`config.mk`:
```
export PLATFORM = sky130hd
export DESIGN_NAME = imem_loader
export DESIGN_NICKNAME = d
export VERILOG_FILES = /design/src/rtl/imem_loader_pkg.sv /design/src/rtl/imem_word_packer.sv /design/src/rtl/imem_loader.sv
export SDC_FILE = /design/constraint.sdc
export NUM_CORES = 1
export LEC_CHECK = 0
export ABC_CLOCK_PERIOD_IN_PS = 2000
export CORE_MARGIN = 4
export CORE_UTILIZATION = 49
export CTS_CLUSTER_DIAMETER = 80
export CTS_CLUSTER_SIZE = 40
export DETAILED_ROUTE_END_ITERATION = 16
export PLACE_DENSITY = 0.84
export SYNTH_ARGS = -nofsm -noshare
export SYNTH_HDL_FRONTEND = slang
export SYNTH_HIERARCHICAL = 1
export SYNTH_SLANG_ARGS = --single-unit
```
`constraint.sdc`:
```
create_clock -name clk -period 2 [get_ports clk]
set_input_delay 0.4 -clock clk [delete_from_list [all_inputs] [get_ports clk]]
set_output_delay 0.4 -clock clk [all_outputs]
set_load 0.005 [all_outputs]
```
`src/rtl/imem_loader_pkg.sv`:
```
// Shared types and constants for the instruction-memory boot loader.
// Optional feature macro: IMEM_LOADER_CHECKSUM_EN (trailing checksum byte).
package imem_loader_pkg;

    // Loader states; CSUM is only reachable with IMEM_LOADER_CHECKSUM_EN defined
    typedef enum logic [2:0] {
        ST_LEN_LO = 3'd0,
        ST_LEN_HI = 3'd1,
        ST_DATA   = 3'd2,
        ST_FLUSH  = 3'd3,
        ST_CSUM   = 3'd4,
        ST_DONE   = 3'd5,
        ST_ERROR  = 3'd6
    } state_e;

    // Length prefix is LEN_LO then LEN_HI
    localparam int unsigned HDR_BYTES = 2;
    localparam int unsigned BYTE_W    = 8;
    localparam int unsigned WIDX_W    = 8;

    // Number of 32-bit words that fit in the instruction memory
    function automatic int unsigned max_words(input int unsigned imem_bytes);
        return imem_bytes / 4;
    endfunction

endpackage

```
`src/rtl/imem_word_packer.sv`:
```
// Packs accepted bytes little-endian into 32-bit words and registers the
// resulting word write (strobe, address, data) one cycle after lane 3.
module imem_word_packer
    import imem_loader_pkg::*;
#(
    parameter int unsigned ADDR_W = 8
) (
    input  logic              clk,
    input  logic              reset,
    input  logic              clear,
    input  logic              accept,
    input  logic [7:0]        in_byte,
    input  logic [WIDX_W-1:0] word_idx,
    output logic              last_lane_c,
    output logic              wr_en,
    output logic [ADDR_W-1:0] wr_addr,
    output logic [31:0]       wr_data
);

    logic [1:0]        lane_q,    lane_d;
    logic [23:0]       sh_q,      sh_d;
    logic              wr_en_q,   wr_en_d;
    logic [ADDR_W-1:0] wr_addr_q, wr_addr_d;
    logic [31:0]       wr_data_q, wr_data_d;

    assign last_lane_c = (lane_q == 2'd3);
    assign wr_en       = wr_en_q;
    assign wr_addr     = wr_addr_q;
    assign wr_data     = wr_data_q;

    // Lane counting, byte shifting and word-write generation
    always_comb begin
        lane_d    = lane_q;
        sh_d      = sh_q;
        wr_en_d   = 1'b0;
        wr_addr_d = wr_addr_q;
        wr_data_d = wr_data_q;
        if (clear) begin
            lane_d = 2'd0;
        end else if (accept) begin
            if (lane_q == 2'd3) begin
                wr_en_d   = 1'b1;
                wr_data_d = {in_byte, sh_q};
                wr_addr_d = ADDR_W'({word_idx, 2'b00});
                lane_d    = 2'd0;
            end else begin
                sh_d   = {in_byte, sh_q[23:8]};
                lane_d = lane_q + 2'd1;
            end
        end
    end

    // Packer state and registered write port
    always_ff @(posedge clk or posedge reset) begin
        if (reset) begin
            lane_q    <= 2'd0;
            sh_q      <= 24'd0;
            wr_en_q   <= 1'b0;
            wr_addr_q <= '0;
            wr_data_q <= 32'd0;
        end else begin
            lane_q    <= lane_d;
            sh_q      <= sh_d;
            wr_en_q   <= wr_en_d;
            wr_addr_q <= wr_addr_d;
            wr_data_q <= wr_data_d;
        end
    end

endmodule

```
`src/rtl/imem_loader.sv`:
```
// Boot-time instruction memory loader: length-prefixed byte stream in,
// 32-bit word writes out, core held in reset until the image is complete.
// Optional feature macro: IMEM_LOADER_CHECKSUM_EN (trailing mod-256 checksum).
module imem_loader
    import imem_loader_pkg::*;
#(
    parameter int unsigned IMEM_BYTES = 256,
    parameter int unsigned ADDR_W     = 8
) (
    input  logic              clk,
    input  logic              reset,
    input  logic [7:0]        in_data,
    input  logic              in_valid,
    output logic              in_ready,
    input  logic              reload,
    output logic              wr_en,
    output logic [ADDR_W-1:0] wr_addr,
    output logic [31:0]       wr_data,
    output logic              cpu_hold,
    output logic              done,
    output logic              error
);

    localparam int unsigned MAX_WORDS = max_words(IMEM_BYTES);
    localparam int unsigned LEN_W     = BYTE_W * HDR_BYTES;

    state_e            state_q,    state_d;
    logic [7:0]        len_lo_q,   len_lo_d;
    logic [LEN_W-1:0]  n_q,        n_d;
    logic [WIDX_W-1:0] word_idx_q, word_idx_d;
    logic              hold_q,     hold_d;
    logic              done_q,     done_d;
    logic              error_q,    error_d;
`ifdef IMEM_LOADER_CHECKSUM_EN
    logic [7:0]        csum_q,     csum_d;
`endif

    logic             ready_c;
    logic             accept_c;
    logic             data_accept_c;
    logic             clear_c;
    logic             last_lane_c;
    logic [LEN_W-1:0] hdr_len_c;

    // Ready is a pure state decode, gated off while reset is asserted
    always_comb begin
        ready_c = (state_q == ST_LEN_LO) || (state_q == ST_LEN_HI) ||
                  (state_q == ST_DATA)   || (state_q == ST_CSUM);
    end

    assign in_ready      = ready_c && !reset;
    assign accept_c      = in_valid && in_ready;
    assign data_accept_c = accept_c && (state_q == ST_DATA);
    assign clear_c       = reload && ((state_q == ST_DONE) || (state_q == ST_ERROR));
    assign hdr_len_c     = LEN_W'({in_data, len_lo_q});

    assign cpu_hold = hold_q;
    assign done     = done_q;
    assign error    = error_q;

    imem_word_packer #(
        .ADDR_W (ADDR_W)
    ) u_packer (
        .clk         (clk),
        .reset       (reset),
        .clear       (clear_c),
        .accept      (data_accept_c),
        .in_byte     (in_data),
        .word_idx    (word_idx_q),
        .last_lane_c (last_lane_c),
        .wr_en       (wr_en),
        .wr_addr     (wr_addr),
        .wr_data     (wr_data)
    );

    // Next-state, word index, checksum and status output decode
    always_comb begin
        state_d    = state_q;
        len_lo_d   = len_lo_q;
        n_d        = n_q;
        word_idx_d = word_idx_q;
`ifdef IMEM_LOADER_CHECKSUM_EN
        csum_d     = csum_q;
`endif
        case (state_q)
            ST_LEN_LO: begin
                if (accept_c) begin
                    len_lo_d = in_data;
                    state_d  = ST_LEN_HI;
                end
            end
            ST_LEN_HI: begin
                if (accept_c) begin
                    n_d = hdr_len_c;
                    if (32'(hdr_len_c) > MAX_WORDS) begin
                        state_d = ST_ERROR;
                    end else if (hdr_len_c == '0) begin
                        state_d = ST_FLUSH;
                    end else begin
                        state_d = ST_DATA;
                    end
                end
            end
            ST_DATA: begin
                if (accept_c) begin
`ifdef IMEM_LOADER_CHECKSUM_EN
                    csum_d = csum_q + in_data;
`endif
                    if (last_lane_c) begin
                        word_idx_d = word_idx_q + WIDX_W'(1);
                        if ((LEN_W'(word_idx_q) + LEN_W'(1)) == n_q) begin
                            state_d = ST_FLUSH;
                        end
                    end
                end
            end
            ST_FLUSH: begin
`ifdef IMEM_LOADER_CHECKSUM_EN
                state_d = ST_CSUM;
`else
                state_d = ST_DONE;
`endif
            end
            ST_CSUM: begin
`ifdef IMEM_LOADER_CHECKSUM_EN
                if (accept_c) begin
                    state_d = (in_data == csum_q) ? ST_DONE : ST_ERROR;
                end
`else
                state_d = ST_ERROR;
`endif
            end
            ST_DONE, ST_ERROR: begin
                if (reload) begin
                    state_d    = ST_LEN_LO;
                    word_idx_d = '0;
`ifdef IMEM_LOADER_CHECKSUM_EN
                    csum_d     = 8'd0;
`endif
                end
            end
            default: state_d = ST_LEN_LO;
        endcase

        hold_d  = (state_d != ST_DONE);
        done_d  = (state_d == ST_DONE);
        error_d = (state_d == ST_ERROR);
    end

    // Loader state and registered status outputs
    always_ff @(posedge clk or posedge reset) begin
        if (reset) begin
            state_q    <= ST_LEN_LO;
            len_lo_q   <= 8'd0;
            n_q        <= '0;
            word_idx_q <= '0;
            hold_q     <= 1'b1;
            done_q     <= 1'b0;
            error_q    <= 1'b0;
`ifdef IMEM_LOADER_CHECKSUM_EN
            csum_q     <= 8'd0;
`endif
        end else begin
            state_q    <= state_d;
            len_lo_q   <= len_lo_d;
            n_q        <= n_d;
            word_idx_q <= word_idx_d;
            hold_q     <= hold_d;
            done_q     <= done_d;
            error_q    <= error_d;
`ifdef IMEM_LOADER_CHECKSUM_EN
            csum_q     <= csum_d;
`endif
        end
    end

endmodule

```
==> results.md <==
* Critical-path cell list: buf_4 > xor2_1 > and3_4 > buf_4 > nor3b_4 > buf_6 > clkbuf_16 > mux2_2
* Vias/cell at 5.50
* Root buffer cell: clkbuf_8
* Cell area power density at 1270 nW/um^2
* Maximum clock rate at 503 MHz
* Clock insertion delay at the later pin of the skew report at 380 ps
* Final WS setup at 12.9 ps
* ANT cells at 0
* Post-DRT Antenna Nets at 0
* Fin Clk Skew at 19.6 ps
* Fraction of layout cells with a size suffix above 1 at 0.333
* Post-layout util at 0.641
* Critical path required time at between 2000 and 2500 ps
* CP max stage delay at 390 ps
* Hold WC Path Type: in2async
* Synth async-reset ratio at 1.00
* Synth Flop Type: dfrtp_1
* Post-synthesis cell type count at 44
* Syn_area_per_cell at between 10 and 15 um^2
* Largest net degree at the start of global routing at 52
* Initial Util at 0.502
* Initial DRC count at 102
* Number of global-route vias before repair at 2843
* Max Cap Viol at 0
* Worst R2R Path Depth at 8
* Synthesized cell area at 4350 um^2
* Total CTS buffers at 9
* Number of port buffers at 54
* Layout Cells excl Fill at 519
* First-pass GRT wire length at 14100 um
* Placer's final routability congestion estimate at 0.875
* Crit path time final at 1990 ps
* Critical path's most frequent cell: buf_4
* FP Rows at 34
* Final Hold Fails at 0
* Routed wire per std cell at 17.3 um
* Mapped Cells at 314
* Placed Cells at 495
* CP arrival at 2250 ps
* CP startpoint: state_q[1]
* Commonest cells post-synth: 102 x dfrtp_1, 65 x mux2_2, 21 x mux2_1
* CTS tree: built
* Leak at 2.59 nW
* Post-route DRC violation count at 0
* Worst Setup Start Kind: flip-flop
* R2R setup slack at about 13 ps
* Crit-path max FO at 6
* DP Wirelength at 6080 um
* Register area share after synthesis at 0.592
* YS warnings at 6
* Clock sink count at 103
* Number of synthesized flops with an enable pin at 0
* First-pass DRT Iterations at 4
* GRT overflow at 0
* Unrepaired setup endpoints after global routing: true
* Routed via count at around 2900
* Share of the synthesized area in the top cell type at 0.586
* Worst vdd ir at 0.000660 V
* CP Class: reg2reg
* Area delta synth->final at 27.8%
* Status: completed
* Final wirelength at about 9000 um
* Dominant cell type by area after synthesis: dfrtp_1
* Worst reg2reg startpoint: state_q[1]
* Top-count cell post-synth: dfrtp_1
* H-tree levels at 3
* Pwr Total at about 7 mW
* All-layer global routing usage at 0.175
* Crit. End Element: flip-flop
* Synthesized flop and latch total at ~100
* Full die area at about 10000 um^2
* Largest cells by area after synthesis: dfrtp_1 59%, mux2_2 17%, mux2_1 5.4%, xor2_1 1.6%, xnor2_1 1.4%
* Die X at a little over 100 um
* Hold Buf Count CTS at 0
* CTS clk-pin slew, worst paths at 100 ps
* Nets at 420
* Core ar. at around 8700 um^2
* Final Cycle Share at 0.994
* Clk buf depth at 2
* Final Setup Violations at 0
* Slowest-stage cell, CP: dfrtp_1
* Fin. max-slew vios at 0
* Io pins at 57
* Reg-to-reg critical path endpoint: u_packer/sh_q[19]
* Initial antenna violation count at 0
* Die Y at 102 um
* Pre-CTS WS at -270 ps
==> kinds of logic (layout without fill, tap and decap cells) <==
logic type / count (synthesis) / count (layout) / synth area share
AO/OA/AOI/OAI: 27 / 27 / 0.0356
XOR/XNOR: 15 / 15 / 0.0302
adder cells (fa/ha/maj): 3 / 3 / 0.00805
buffers and inverters: 20 / 116 / 0.0267
flip-flops: 103 / 103 / 0.592
multiplexers: 87 / 87 / 0.225
other: 1 / 2 / 0.000861
AND/OR/NAND/NOR: 58 / 58 / 0.0813
==> cells in the final DEF, fill, tap and decap left out, drive strengths merged, types with 2 or more instances in the layout <==
cell type	synthesis	layout
nor3	2	2
clkinvlp	0	2
xnor2	7	7
dfrtp	102	102
and2	2	2
or3	2	2
nand4	3	3
o31ai	2	2
conb	1	2
nand3	5	5
ha	2	2
nor2	11	11
a21oi	7	7
nor3b	3	3
nand2	12	12
clkbuf	1	10
o21ai	13	13
clkdlybuf4s50	0	53
clkinv	0	2
nor2b	3	3
nor4	5	5
buf	13	39
xor2	8	8
mux2	86	86
and3	4	4
inv	6	8
==> worst max-delay path: cells and delay by family (launching register included) <==
kind	cells	cell delay, ps
simple gates	2	410
mux	1	330
flops	1	390
buf+inv	4	600
xor+xnor	1	150
==> metal layers <==
layer | vias to the layer above | part of all wire | GRT usage
li1 | 1289 | - | -
met2 | 70 | 0.52 | 0.294
met4 | 0 | 0.016 | 0.0434
met3 | 15 | 0.042 | 0.0430
met5 | - | 0 | 0
met1 | 1483 | 0.43 | 0.229
==> cell type report <==
type,count,area [um^2]
multi-input cells,192,1680
inverters,6,26.3
flip-flops and latches,103,2580
fillers,648,3120
well taps,108,135
repair buffers,94,923
clock inverters,7,90.1
clock buffers,9,124
==> power by group <==
group	internal, mW	total, mW	switching (mW)	leakage, nW
Sequential	2.86	3.38	0.515	1.34
Clock	0.609	1.39	0.781	0.106
Combinational	1.48	2.32	0.846	1.14
==> worst max path at each step <==
stage	cells after the start	to
finish	8	u_packer/sh_q[19]
global route	8	u_packer/sh_q[18]
CTS	7	u_packer/sh_q[11]
detailed placement	6	u_packer/sh_q[11]
global placement	6	u_packer/sh_q[17]
floorplan	6	u_packer/sh_q[0]
==> per-stage QoR <==
stage	instance area (um^2)	hold slack, ps	setup TNS [ps]
after global routing	5560	492	-193
after global placement	5240	471	-15020
after floorplan	4360	454	0
final	5560	456	0
after CTS	5470	465	0
after detailed placement	5240	472	-18760
==> timing repair <==
action | in CTS | in global routing
pin swaps | 0 | 1
cloned | 0 | 2
buffers inserted | 3 | 3
setup endpoints to repair | 1 | 22
gates resized for setup | 2 | 10
==> sequential cells by signal, summed over array words and instances (netlist names) <==
signal / flops
state_q: 3
cpu_hold: 1
u_packer/wr_data: 32
error: 1
u_packer/lane_q: 2
word_idx_q: 8
u_packer/wr_en: 1
n_q: 16
u_packer/sh_q: 24
done: 1
u_packer/wr_addr: 6
len_lo_q: 8
No activity file was read; power rests on OpenSTA's default activity.
